[src/rtl/mvu_icb_pkg.sv]
// mvu_icb_pkg: shared widths, response bundle and buffer depth
// for the MVU-side ICB SRAM target.
package mvu_icb_pkg;

  localparam int DEF_AW     = 32;
  localparam int DEF_DW     = 32;
  localparam int DEF_MEM_AW = 12;
  localparam int RSP_DEPTH  = 2;

  typedef struct packed {
    logic              err;
    logic [DEF_DW-1:0] rdata;
  } icb_rsp_t;

endpackage

[src/rtl/mvu_icb_sram_tgt_if.sv]
// mvu_icb_sram_tgt_if: ICB command/response channel bundle.
// master = initiator (drives cmd, rsp_ready); slave = target.
interface mvu_icb_sram_tgt_if #(
  parameter int AW = 32,
  parameter int DW = 32
);

  logic          icb_cmd_valid;
  logic          icb_cmd_ready;
  logic [AW-1:0] icb_cmd_addr;
  logic          icb_cmd_read;
  logic [DW-1:0] icb_cmd_wdata;
  logic [DW/8-1:0] icb_cmd_wmask;
  logic          icb_rsp_valid;
  logic          icb_rsp_ready;
  logic          icb_rsp_err;
  logic [DW-1:0] icb_rsp_rdata;

  modport master (
    output icb_cmd_valid, icb_cmd_addr,
    output icb_cmd_read, icb_cmd_wdata,
    output icb_cmd_wmask, icb_rsp_ready,
    input  icb_cmd_ready, icb_rsp_valid,
    input  icb_rsp_err, icb_rsp_rdata
  );

  modport slave (
    input  icb_cmd_valid, icb_cmd_addr,
    input  icb_cmd_read, icb_cmd_wdata,
    input  icb_cmd_wmask, icb_rsp_ready,
    output icb_cmd_ready, icb_rsp_valid,
    output icb_rsp_err, icb_rsp_rdata
  );

endinterface

[src/rtl/mvu_icb_rsp_fifo.sv]
// mvu_icb_rsp_fifo: 2-entry response FIFO.
// Ports: clk, rst, push/wdata, pop/rdata, full, empty, count.
module mvu_icb_rsp_fifo
  import mvu_icb_pkg::*;
#(
  parameter type T = icb_rsp_t
) (
  input  logic       clk,
  input  logic       rst,
  input  logic       push,
  input  T           wdata,
  input  logic       pop,
  output T           rdata,
  output logic       full,
  output logic       empty,
  output logic [1:0] count
);

  T     mem [RSP_DEPTH];
  logic wr_ptr;
  logic rd_ptr;
  logic do_pop;

  assign do_pop = pop && !empty;
  assign empty  = (count == 2'd0);
  assign full   = (count == 2'd2);
  assign rdata  = mem[rd_ptr];

  always_ff @(posedge clk) begin
    if (rst) begin
      wr_ptr <= 1'b0;
      rd_ptr <= 1'b0;
      count  <= 2'd0;
    end else begin
      if (push)   wr_ptr <= ~wr_ptr;
      if (do_pop) rd_ptr <= ~rd_ptr;
      unique case ({push, do_pop})
        2'b10:   count <= count + 2'd1;
        2'b01:   count <= count - 2'd1;
        default: count <= count;
      endcase
    end
  end

  always_ff @(posedge clk) begin
    if (push) mem[wr_ptr] <= wdata;
  end

endmodule

[src/rtl/mvu_icb_sram_tgt.sv]
// mvu_icb_sram_tgt: ICB target on a 1-cycle-latency SRAM; icb (slave
// modport), sram_* port. MVU_ICB_ADDR_CHECK_EN enables window check.
module mvu_icb_sram_tgt
  import mvu_icb_pkg::*;
#(
  parameter int          AW        = DEF_AW,
  parameter int          DW        = DEF_DW,
  parameter int          MEM_AW    = DEF_MEM_AW,
  parameter logic [AW-1:0] BASE_ADDR = '0
) (
  input  logic              clk,
  input  logic              rst,
  mvu_icb_sram_tgt_if.slave icb,
  output logic              sram_cs,
  output logic              sram_we,
  output logic [MEM_AW-1:0] sram_addr,
  output logic [DW/8-1:0]   sram_wem,
  output logic [DW-1:0]     sram_din,
  input  logic [DW-1:0]     sram_dout
);

  typedef struct packed {
    logic          err;
    logic [DW-1:0] rdata;
  } rsp_t;

  logic       accept;
  logic       err;
  logic       p1_valid;
  logic       p1_read;
  logic       p1_err;
  rsp_t       p1_rsp;
  rsp_t       head;
  rsp_t       rsp_sel;
  logic       rsp_valid;
  logic       rsp_hs;
  logic       push;
  logic       pop;
  logic       f_full;
  logic       f_empty;
  logic [1:0] f_count;
  logic [1:0] outstanding;

  assign outstanding = {1'b0, p1_valid} + f_count;
  assign icb.icb_cmd_ready = !rst && (outstanding < 2'd2);
  assign accept = icb.icb_cmd_valid && icb.icb_cmd_ready;

`ifdef MVU_ICB_ADDR_CHECK_EN
  // Window is aligned to its size, so only the upper bits matter.
  assign err = icb.icb_cmd_addr[AW-1:MEM_AW+2]
            != BASE_ADDR[AW-1:MEM_AW+2];
  logic unused_bits;
  assign unused_bits = ^{icb.icb_cmd_addr[1:0], f_full};
`else
  assign err = 1'b0;
  logic unused_bits;
  assign unused_bits = ^{icb.icb_cmd_addr[1:0], f_full,
                         icb.icb_cmd_addr[AW-1:MEM_AW+2],
                         BASE_ADDR};
`endif

  assign sram_cs   = accept && !err;
  assign sram_we   = !icb.icb_cmd_read;
  assign sram_addr = icb.icb_cmd_addr[MEM_AW+1:2];
  assign sram_wem  = icb.icb_cmd_wmask;
  assign sram_din  = icb.icb_cmd_wdata;

  always_ff @(posedge clk) begin
    if (rst) begin
      p1_valid <= 1'b0;
      p1_read  <= 1'b0;
      p1_err   <= 1'b0;
    end else begin
      p1_valid <= accept;
      p1_read  <= icb.icb_cmd_read;
      p1_err   <= err;
    end
  end

  always_comb begin
    p1_rsp.err   = p1_valid && p1_err;
    p1_rsp.rdata = '0;
    if (p1_valid && p1_read && !p1_err)
      p1_rsp.rdata = sram_dout;
  end

  // Older buffered responses always go first; p1 bypasses
  // only when nothing is queued ahead of it.
  always_comb begin
    rsp_valid = p1_valid;
    rsp_sel   = p1_rsp;
    if (!f_empty) begin
      rsp_valid = 1'b1;
      rsp_sel   = head;
    end
    if (rst) rsp_valid = 1'b0;
  end

  assign rsp_hs = rsp_valid && icb.icb_rsp_ready;
  assign push   = p1_valid && !(f_empty && rsp_hs);
  assign pop    = !f_empty && rsp_hs;

  mvu_icb_rsp_fifo #(.T(rsp_t)) u_fifo (
    .clk   (clk),
    .rst   (rst),
    .push  (push),
    .wdata (p1_rsp),
    .pop   (pop),
    .rdata (head),
    .full  (f_full),
    .empty (f_empty),
    .count (f_count)
  );

  assign icb.icb_rsp_valid = rsp_valid;
  assign icb.icb_rsp_err   = rsp_sel.err;
  assign icb.icb_rsp_rdata = rsp_sel.rdata;

endmodule

[src/flat_wrapper.sv]
// flat-port wrapper written by rule: the top's interface ports become plain ports
module mvu_icb_sram_tgt_flat import mvu_icb_pkg::*;
#(
  parameter int          AW        = DEF_AW,
  parameter int          DW        = DEF_DW,
  parameter int          MEM_AW    = DEF_MEM_AW,
  parameter logic [AW-1:0] BASE_ADDR = '0
)
  (clk, rst, sram_cs, sram_we, sram_addr, sram_wem, sram_din, sram_dout, icb_icb_cmd_valid, icb_icb_cmd_addr, icb_icb_cmd_read, icb_icb_cmd_wdata, icb_icb_cmd_wmask, icb_icb_rsp_ready, icb_icb_cmd_ready, icb_icb_rsp_valid, icb_icb_rsp_err, icb_icb_rsp_rdata);
  mvu_icb_sram_tgt_if #(.AW(AW), .DW(DW)) icb_i ();
  input  logic clk;
  input  logic rst;
  output logic sram_cs;
  output logic sram_we;
  output logic [MEM_AW-1:0] sram_addr;
  output logic [DW/8-1:0] sram_wem;
  output logic [DW-1:0] sram_din;
  input  logic [DW-1:0] sram_dout;
  input wire logic [$bits(icb_i.icb_cmd_valid)-1:0] icb_icb_cmd_valid;
  input wire logic [$bits(icb_i.icb_cmd_addr)-1:0] icb_icb_cmd_addr;
  input wire logic [$bits(icb_i.icb_cmd_read)-1:0] icb_icb_cmd_read;
  input wire logic [$bits(icb_i.icb_cmd_wdata)-1:0] icb_icb_cmd_wdata;
  input wire logic [$bits(icb_i.icb_cmd_wmask)-1:0] icb_icb_cmd_wmask;
  input wire logic [$bits(icb_i.icb_rsp_ready)-1:0] icb_icb_rsp_ready;
  output wire logic [$bits(icb_i.icb_cmd_ready)-1:0] icb_icb_cmd_ready;
  output wire logic [$bits(icb_i.icb_rsp_valid)-1:0] icb_icb_rsp_valid;
  output wire logic [$bits(icb_i.icb_rsp_err)-1:0] icb_icb_rsp_err;
  output wire logic [$bits(icb_i.icb_rsp_rdata)-1:0] icb_icb_rsp_rdata;
  assign icb_i.icb_cmd_valid = icb_icb_cmd_valid;
  assign icb_i.icb_cmd_addr = icb_icb_cmd_addr;
  assign icb_i.icb_cmd_read = icb_icb_cmd_read;
  assign icb_i.icb_cmd_wdata = icb_icb_cmd_wdata;
  assign icb_i.icb_cmd_wmask = icb_icb_cmd_wmask;
  assign icb_i.icb_rsp_ready = icb_icb_rsp_ready;
  assign icb_icb_cmd_ready = icb_i.icb_cmd_ready;
  assign icb_icb_rsp_valid = icb_i.icb_rsp_valid;
  assign icb_icb_rsp_err = icb_i.icb_rsp_err;
  assign icb_icb_rsp_rdata = icb_i.icb_rsp_rdata;
  mvu_icb_sram_tgt #(.AW(AW), .DW(DW), .MEM_AW(MEM_AW), .BASE_ADDR(BASE_ADDR)) u_core (.clk(clk), .rst(rst), .icb(icb_i), .sram_cs(sram_cs), .sram_we(sram_we), .sram_addr(sram_addr), .sram_wem(sram_wem), .sram_din(sram_din), .sram_dout(sram_dout));
endmodule
[config.mk]
export PLATFORM = sky130hd
export DESIGN_NAME = mvu_icb_sram_tgt_flat
export DESIGN_NICKNAME = d
export VERILOG_FILES = /design/src/rtl/mvu_icb_pkg.sv /design/src/rtl/mvu_icb_sram_tgt_if.sv /design/src/rtl/mvu_icb_rsp_fifo.sv /design/src/rtl/mvu_icb_sram_tgt.sv /design/src/flat_wrapper.sv
export SDC_FILE = /design/constraint.sdc
export NUM_CORES = 1
export LEC_CHECK = 0
export BUFFER_PORTS_ARGS = -buffer_cell sky130_fd_sc_hd__buf_2
export CORE_ASPECT_RATIO = 1.2
export CORE_MARGIN = 5
export CORE_UTILIZATION = 41
export CTS_CLUSTER_SIZE = 24
export DETAILED_ROUTE_END_ITERATION = 10
export PLACE_DENSITY = 0.77
export SLEW_MARGIN = 15
export SYNTH_ARGS = -nofsm -noshare
export SYNTH_HDL_FRONTEND = slang
export SYNTH_SLANG_ARGS = --single-unit
export TNS_END_PERCENT = 1
[constraint.sdc]
create_clock -name clk -period 2.6 [get_ports clk]
set_input_delay 0.13 -clock clk [delete_from_list [all_inputs] [get_ports clk]]
set_output_delay 0.13 -clock clk [all_outputs]
set_load 0.005 [all_outputs]
* Word level (Yosys, flattened, before mapping)
Memory sizes are Yosys's and may differ from the RTL's. A register that Yosys moved wholly into a read port is not among the register bits. Index checks and enable logic that the tools add are counted.
Word-level totals: register bits 6, bits in writable memories 64, output and inout port bits 85, logic and storage cells 37, memories kept 1
Operators by class: add/sub/neg operators 3, order comparisons 1, equality and inequality tests 2, muxes and demuxes 9, bitwise operators 2, reductions and logical operators 14
Memories:
- u_core.u_fifo.mem | words 2, width 32, rd ports 1, clocked after Yosys merged registers in 1, wr ports 1, RTL line mvu_icb_rsp_fifo.sv:19 | T mem [RSP_DEPTH];
Operators by type and width (count):
- $mux W33 | 1
- $mux W32 | 1
- $logic_and A1 B1 Y1 | 8
- $mux W1 | 6
- $logic_not A1 Y1 | 4
- $pmux W2 S2 | 1
- $add A1 B2 Y2 | 1
- $add A2 B1 Y2 const B | 1
- $eq A2 B1 Y1 const B | 1
- $eq A2 B2 Y1 const B | 1
- $logic_not A2 Y1 | 1
- $lt A2 B2 Y1 const B | 1
- $not A1 Y1 | 2
- $reduce_bool A2 Y1 | 1
- $sub A2 B1 Y2 const B | 1

* Longest topological paths before layout
Gate-level depths: netlist of the first run.
word-level depth 9, gate-level depth with buffers 9, mapped depth without buffers 6

* Cells and area by module
Synthesis of the first run repeated with hierarchy kept, for this count alone.
Unflattened totals: cell total of the unflattened synthesis 265, area, all modules 3947.5 um2
Modules (own cells, without submodules):
- mvu_icb_rsp_fifo | times used 1, cells an instance 126, area each 2586.2 um2
- mvu_icb_sram_tgt | times used 1, cells an instance 139, area each 1361.3 um2

* Worst setup path after synthesis of the first run
OpenSTA, ideal clock, no wires.
kind flip-flop to flip-flop, start point reg u_core.p1_valid, end point mem u_core.u_fifo.mem[0][0] (netlist bit), enable pin, arrival time 2109 ps, setup slack 70 ps, stages on the path, launching flop included 5, clock period less this slack 2530 ps, cell sequence dfxtp_1 > buf_4 > clkbuf_1 > o21ai_2 > nor2_1
On the way: word-level cells in the longest chain between the ends 8
RTL lines:
- from (decl) | RTL line mvu_icb_sram_tgt.sv:29 | logic p1_valid;
- from (signal assigned) | RTL line mvu_icb_sram_tgt.sv:74 | p1_valid <= accept;
- $mux W1 | RTL line mvu_icb_sram_tgt.sv:92 | if (!f_empty) begin
- $mux W1 | RTL line mvu_icb_sram_tgt.sv:96 | if (rst) rsp_valid = 1'b0;
- $logic_and A1 B1 Y1 | RTL line mvu_icb_sram_tgt.sv:99 | assign rsp_hs = rsp_valid && icb.icb_rsp_ready;
- $logic_and A1 B1 Y1 | RTL line mvu_icb_sram_tgt.sv:100 | assign push = p1_valid && !(f_empty && rsp_hs);
- $logic_not A1 Y1 | RTL line mvu_icb_sram_tgt.sv:100
- $logic_and A1 B1 Y1 * | RTL line mvu_icb_sram_tgt.sv:100
- $mux W1 * | RTL line mvu_icb_rsp_fifo.sv:46 | if (push) mem[wr_ptr] <= wdata;
- $mux W1 (implied by the code) * | RTL line mvu_icb_rsp_fifo.sv:46
- to (decl) | RTL line mvu_icb_rsp_fifo.sv:19
Every way passes the cells marked *; elsewhere a longest branch is shown, timed or not.

==> metrics.txt, run 1 <==
DRC 0; reg2reg start u_core.u_fifo.count[0]; post-synthesis cell type count 28; DR WL/cell 14.92 microns; R2R cell count 5; worst hold slack 0.07018 ns; CP arrival 1.85 ns; Resize count post-CTS 0; count leader, synth edfxtp_1; Final TNS setup 0 ns; largest net degree at the start of global routing 66; clock root buffer clkbuf_8; post-route ant nets 0; vias in the first global route 2274; Synth area leader edfxtp_1; slew margin rel. 0.6198; clock tree buffer depth 2; RSZ-0062 raised after global routing false; Post-Route WL 6640 microns; R2R Setup Slk about 0.7 ns; Post-CTS Hold Buffers 2; first-pass GRT wire length 11070 microns; switching portion of total power 0.2571; via/cell ratio 4.809; Critical Path Start Type flip-flop; Die Span X 94.84 microns; Net Sw Power between 0.6 and 0.7 mW; Initial Utilization 0.4157; I/O pin cnt between 150 and 200; Fin Clk Skew 0.004411 ns; worst min path class primary input to flip-flop; gpl congestion 0.7290; Hold Path Sink u_core.p1_read; antenna fix cells 0; Layout Cells excl Fill 445; antenna violations before repair 0; Yosys top cell area share 0.5428; Lkg Pwr ~1.5 nW; ys flop type edfxtp_1; Placed Cells 427; H-tree depth reported by CTS 3; P_int 1.927 mW; hold wc startpoint rst; max_cap viols 0; GRT Residual Overflow 0; DRT iter0 DRCs about 120; DIE HEIGHT approximately 110 microns; Post-Syn Area per Cell 11.76 sq um; CP required 2.47 ns; dpl cell area 3667 sq um; PortBufs 72; Cell Rows 37; reg-to-reg endpoint u_core.u_fifo.count[1]; Cells after Synth 301; maximum fanout along the worst path 17; Worst VDD drop 436.6 uV; CTS tree done; EDFF count, synth 64; DR vias between 2000 and 2500; Synthesized Nets 407; Setup Buffers After CTS 0; register area share after synthesis 0.5823; Num CTS Buffers 9; pre-CTS WS 0.6942 ns; synthesis-to-layout area growth 9.187%; WS Path Type flip-flop to primary output; status finished, final reports clean; final instance area 3866 sq um; fmax 505.8 MHz; Mapped Area 3541 sq um; Flop pwr share 0.518; hpwl dp 4273 microns; overall global routing resource usage 0.1372; Period minus WS final just under 2 ns; final setup vio count 0; DR pass1 iterations 4; Comb pwr share 0.170; clk slew on worst S/H paths about 0.07 ns; synth top area cells edfxtp_1, buf_4, mux2i_1; P per Cell Area around 670 nW/um^2; die area 10600 sq um; Yosys warning count 0; Crit. End Element primary output; core area 8518 sq um; final hold violations 0; Clock Latency Late Sink approximately 0.34 ns; Worst-Margin Slew roughly 0.57 ns; Pins Over Slew Limit 0; Worst Slack Setup Final 0.6229 ns; Post-synth top cells edfxtp_1, buf_4, o21ai_0; Final nets 429; period utilization 0.7604; WHS Path Cells 2; ys async rst share 0; share of cells above drive strength 1 0.3018; CTS Sinks 71; clock share of power 0.311; Yosys reg bits a little over 70
critical path, stage by stage, from the launching register on:
cell and delay, ns:
dfxtp_1 0.63, buf_4 0.31, and3_1 0.23, nand2_1 0.06
o21ai_0 0.11, buf_2 0.15
metal layers:
metal	up-vias	track usage	wire length, microns
li1	1059	-	-
met2	67	0.2206	3289
met5	-	0	0
met4	0	0.08470	167
met1	989	0.1568	2770
met3	25	0.04257	412
state kept, by name, summed over array words and instances (netlist names), named ones only:
signal                flops
u_core.u_fifo.rd_ptr      1
u_core.p1_valid           1
u_core.p1_read            1
u_core.u_fifo.mem        64
u_core.u_fifo.wr_ptr      1
u_core.u_fifo.count       2
layout make-up:
type                            instances  area [sq um]
Timing Repair Buffer                   80         462.9
Multi-Input combinational cell        159          1007
Clock inverter                          6         51.30
Tap cell                              117         146.4
Fill cell                             800          4652
Sequential cell                        71          2063
Inverter                                2         7.507
Clock buffer                           10         127.6
cells in the final DEF, fill, tap and decap left out, drive strengths merged:
cell type    count
nand2b           1
ha               1
or2              1
clkbuf          10
inv              2
nand3            1
conb             1
and2             2
dfxtp            7
bufinv           1
buf             78
and3            32
xor2             2
a21oi            2
mux2             1
a21o             1
or3              1
dlygate4sd3      2
xnor2            1
nand2           32
clkinv           5
mux2i           32
edfxtp          64
o21ai           35
a21boi           1
nor2            12
power by group through the flow:
stage	Clock, mW	Sequential, mW	Combinational [mW]
6_report	0.807	1.34	0.442
5_1_grt	0.885	1.35	0.496
4_1_cts	0.834	1.35	0.451
3_5_place_dp	0	1.37	0.448
3_3_place_gp	0	1.37	0.442
2_1_floorplan	0	1.34	0.373
kinds of logic after synthesis:
family,count (synthesis),synth area share
buf+inv,71,0.1375
fa+ha+maj,1,0.003533
flops,71,0.5823
simple gates,82,0.1155
other cells,1,0.001059
compound gates,39,0.05901
xor+xnor,3,0.007422
mux,33,0.09364
stage by stage:
| stage | power, mW | util |
|---|---|---|
| 6_report | 2.594 | 0.4539 |
| 5_1_grt | 2.734 | 0.4539 |
| 4_1_cts | 2.631 | 0.4539 |
| 3_5_place_dp | 1.819 | 0.4305 |
| 3_3_place_gp | 1.808 | 0.4305 |
| 2_1_floorplan | 1.710 | - |
worst max-delay path by stage:
stage	startpoint	slack (ns)	cells past startpoint	endpoint
after global placement	u_core.u_fifo.count[0]	0.74	5	u_core.u_fifo.count[1]
after detailed placement	u_core.u_fifo.count[0]	0.69	5	u_core.u_fifo.count[1]
after global routing	u_core.p1_read	0.42	5	icb_icb_rsp_rdata[18]
after CTS	u_core.p1_read	0.58	5	icb_icb_rsp_rdata[2]
final	u_core.p1_read	0.62	5	icb_icb_rsp_rdata[10]
after floorplan	u_core.p1_valid	0.07	4	u_core.u_fifo.mem[0][0]
(Power assumes the default switching activity.)
==> run 2: changes to the inputs <==
--- a/config.mk
+++ b/config.mk
@@ -8,10 +8,10 @@
 export BUFFER_PORTS_ARGS = -buffer_cell sky130_fd_sc_hd__buf_2
 export CORE_ASPECT_RATIO = 1.2
 export CORE_MARGIN = 5
-export CORE_UTILIZATION = 41
+export CORE_UTILIZATION = 45
 export CTS_CLUSTER_SIZE = 24
 export DETAILED_ROUTE_END_ITERATION = 10
-export PLACE_DENSITY = 0.77
+export PLACE_DENSITY = 0.8
 export SLEW_MARGIN = 15
 export SYNTH_ARGS = -nofsm -noshare
 export SYNTH_HDL_FRONTEND = slang
==> constraint.sdc (replaced) <==
create_clock -name clk -period 1.9 [get_ports clk]
set_input_delay 0.095 -clock clk [delete_from_list [all_inputs] [get_ports clk]]
set_output_delay 0.095 -clock clk [all_outputs]
set_load 0.005 [all_outputs]
==> run 2 against run 1 <==
Net effect:
- sequential power grew 34%
- sequential share of layout area is 1.1 points higher
- critical endpoint is now u_core.u_fifo.count[1]
- worst setup slack worse by 0.51 ns
- power rose by 31%
- global-route usage is essentially flat
- count of clock-buffer cells in the layout fell by 1
- first-iteration DRC count fell by 33%
- design area is 2.0% lower
- worst hold slack worse by 0.041 ns
- clock power is 18% higher
- clock skew rose by 0.0043 ns
==> metrics.txt, run 2 (synthesis results as in run 1) <==
Worst VDD drop 428.0 uV; pre-CTS WS 0.1267 ns; status finished, final reports clean; clock root buffer clkbuf_8; largest register by flop count u_core.u_fifo.mem; hpwl dp about 4300 microns; CTS tree done; slew margin rel. 0.3601; DR WL/cell 15.52 microns; synthesis-to-layout area growth 7.032%; Post-Route WL 6534 microns; period utilization 0.9416; maximum fanout along the worst path 3; DIE HEIGHT 107.2 microns; vias in the first global route around 2200; Num CTS Buffers 9; DRC 0; P per Cell Area 895.2 nW/um^2; clock tree buffer depth 2; gpl congestion 0.7123; Setup Buffers After CTS 0; Die Span X 90.98 microns; CP required 2.17 ns; CP arrival 2.06 ns; max_cap viols 0; area of the multi-input gates 1007 sq um; post-route ant nets 0; Crit. End Element flip-flop; RSZ-0062 raised after global routing false; DR vias 2138; Final nets 431; Cell Rows 35; I/O pin cnt 190; worst min path class primary input to flip-flop; Critical Path Start Type flip-flop; Layout Cells excl Fill 421; Worst Slack Setup Final 0.1109 ns; share of cells above drive strength 1 0.3070; most frequent cells in the layout buf_2, edfxtp_1, o21ai_0; CTS Sinks 71; fmax 558.9 MHz; Fin Clk Skew around 0.0087 ns; Initial Utilization 0.4620; core area about 7700 sq um; clk slew on worst S/H paths approximately 0.07 ns; final setup vio count 0; Clock Latency Late Sink 0.33 ns; final instance area 3790 sq um; Worst-Margin Slew 0.9576 ns; fillers 686; Placed Cells slightly above 400; first-pass GRT wire length 10460 microns; number of flip-flops in the largest register 64; largest net degree at the start of global routing 66; Final TNS setup 0 ns; via/cell ratio just over 5; most common cell after layout, fill and taps aside buf_2; biggest regs u_core.u_fifo.mem: 64 flops, u_core.u_fifo.count: 2 flops; final hold violations 0; FF/Latch Area 2063 sq um; Lkg Pwr 1.505 nW; PortBufs 72; utilization after layout 0.4945; worst hold slack 0.02909 ns; Period minus WS final 1.789 ns; Power Total 3.393 mW; GRT Residual Overflow 0; DRT iter0 DRCs 78; die area 9750 sq um; H-tree depth reported by CTS 3; Pins Over Slew Limit 0; DR pass1 iterations 4; antenna violations before repair 0; antenna fix cells 0; overall global routing resource usage 0.1370; dpl cell area 3613 sq um; WS Path Type flip-flop to flip-flop
run 2: changes by cell type in the layout (fill, tap and decap cells not counted):
cell        change
buf_6           +1
bufinv_16       -1
clkbuf_1        -1
buf_12          -3
clkinvlp_4      +1
buf_4           +4
run 2: area by class of cell:
cell class | instances | share of cell area
Sequential cell | 71 | 0.5444
Inverter | 2 | 0.001981
Multi-Input combinational cell | 159 | 0.2658
Clock buffer | 9 | 0.03268
Tap cell | 92 | 0.03037
Clock inverter | 6 | 0.007593
Timing Repair Buffer | 82 | 0.1172
run 2: worst max-delay path, cell delays in order (launching register included):
cell and delay (ns):
dfxtp_1 0.31, or2_2 0.31, o21ai_2 0.28, ha_1 0.32, or3_1 0.36, a21oi_1 0.14
run 2: layer usage:
metal	wire length, microns	up-vias	GRT usage
met4	189	0	0.08176
met5	0	-	0
met2	3229	75	0.2258
met3	403	26	0.04561
met1	2712	980	0.1529
li1	-	1057	-
run 2: path summary, 6_finish.rpt:
kind	startpoint	endpoint	slack, ns	depth (start not counted)
worst min-delay path	rst	u_core.u_fifo.count[1]	0.03	2
worst max register to register	u_core.u_fifo.count[1]	u_core.u_fifo.count[1]	0.11	5
worst max-delay path	u_core.u_fifo.count[1]	u_core.u_fifo.count[1]	0.11	5
worst min register to register	u_core.u_fifo.rd_ptr	u_core.u_fifo.rd_ptr	0.51	2
run 2: timing repair:
item / CTS / global route
setup endpoints to repair: 2 / 0
endpoints found under the hold margin: 2 / 0
hold buffers: 2 / 0
gates resized for setup: 1 / 0
run 2: where the power goes:
group          internal [mW]  switching (mW)
Sequential              1.78          0.0262
Combinational          0.270           0.366
Clock                  0.447           0.505
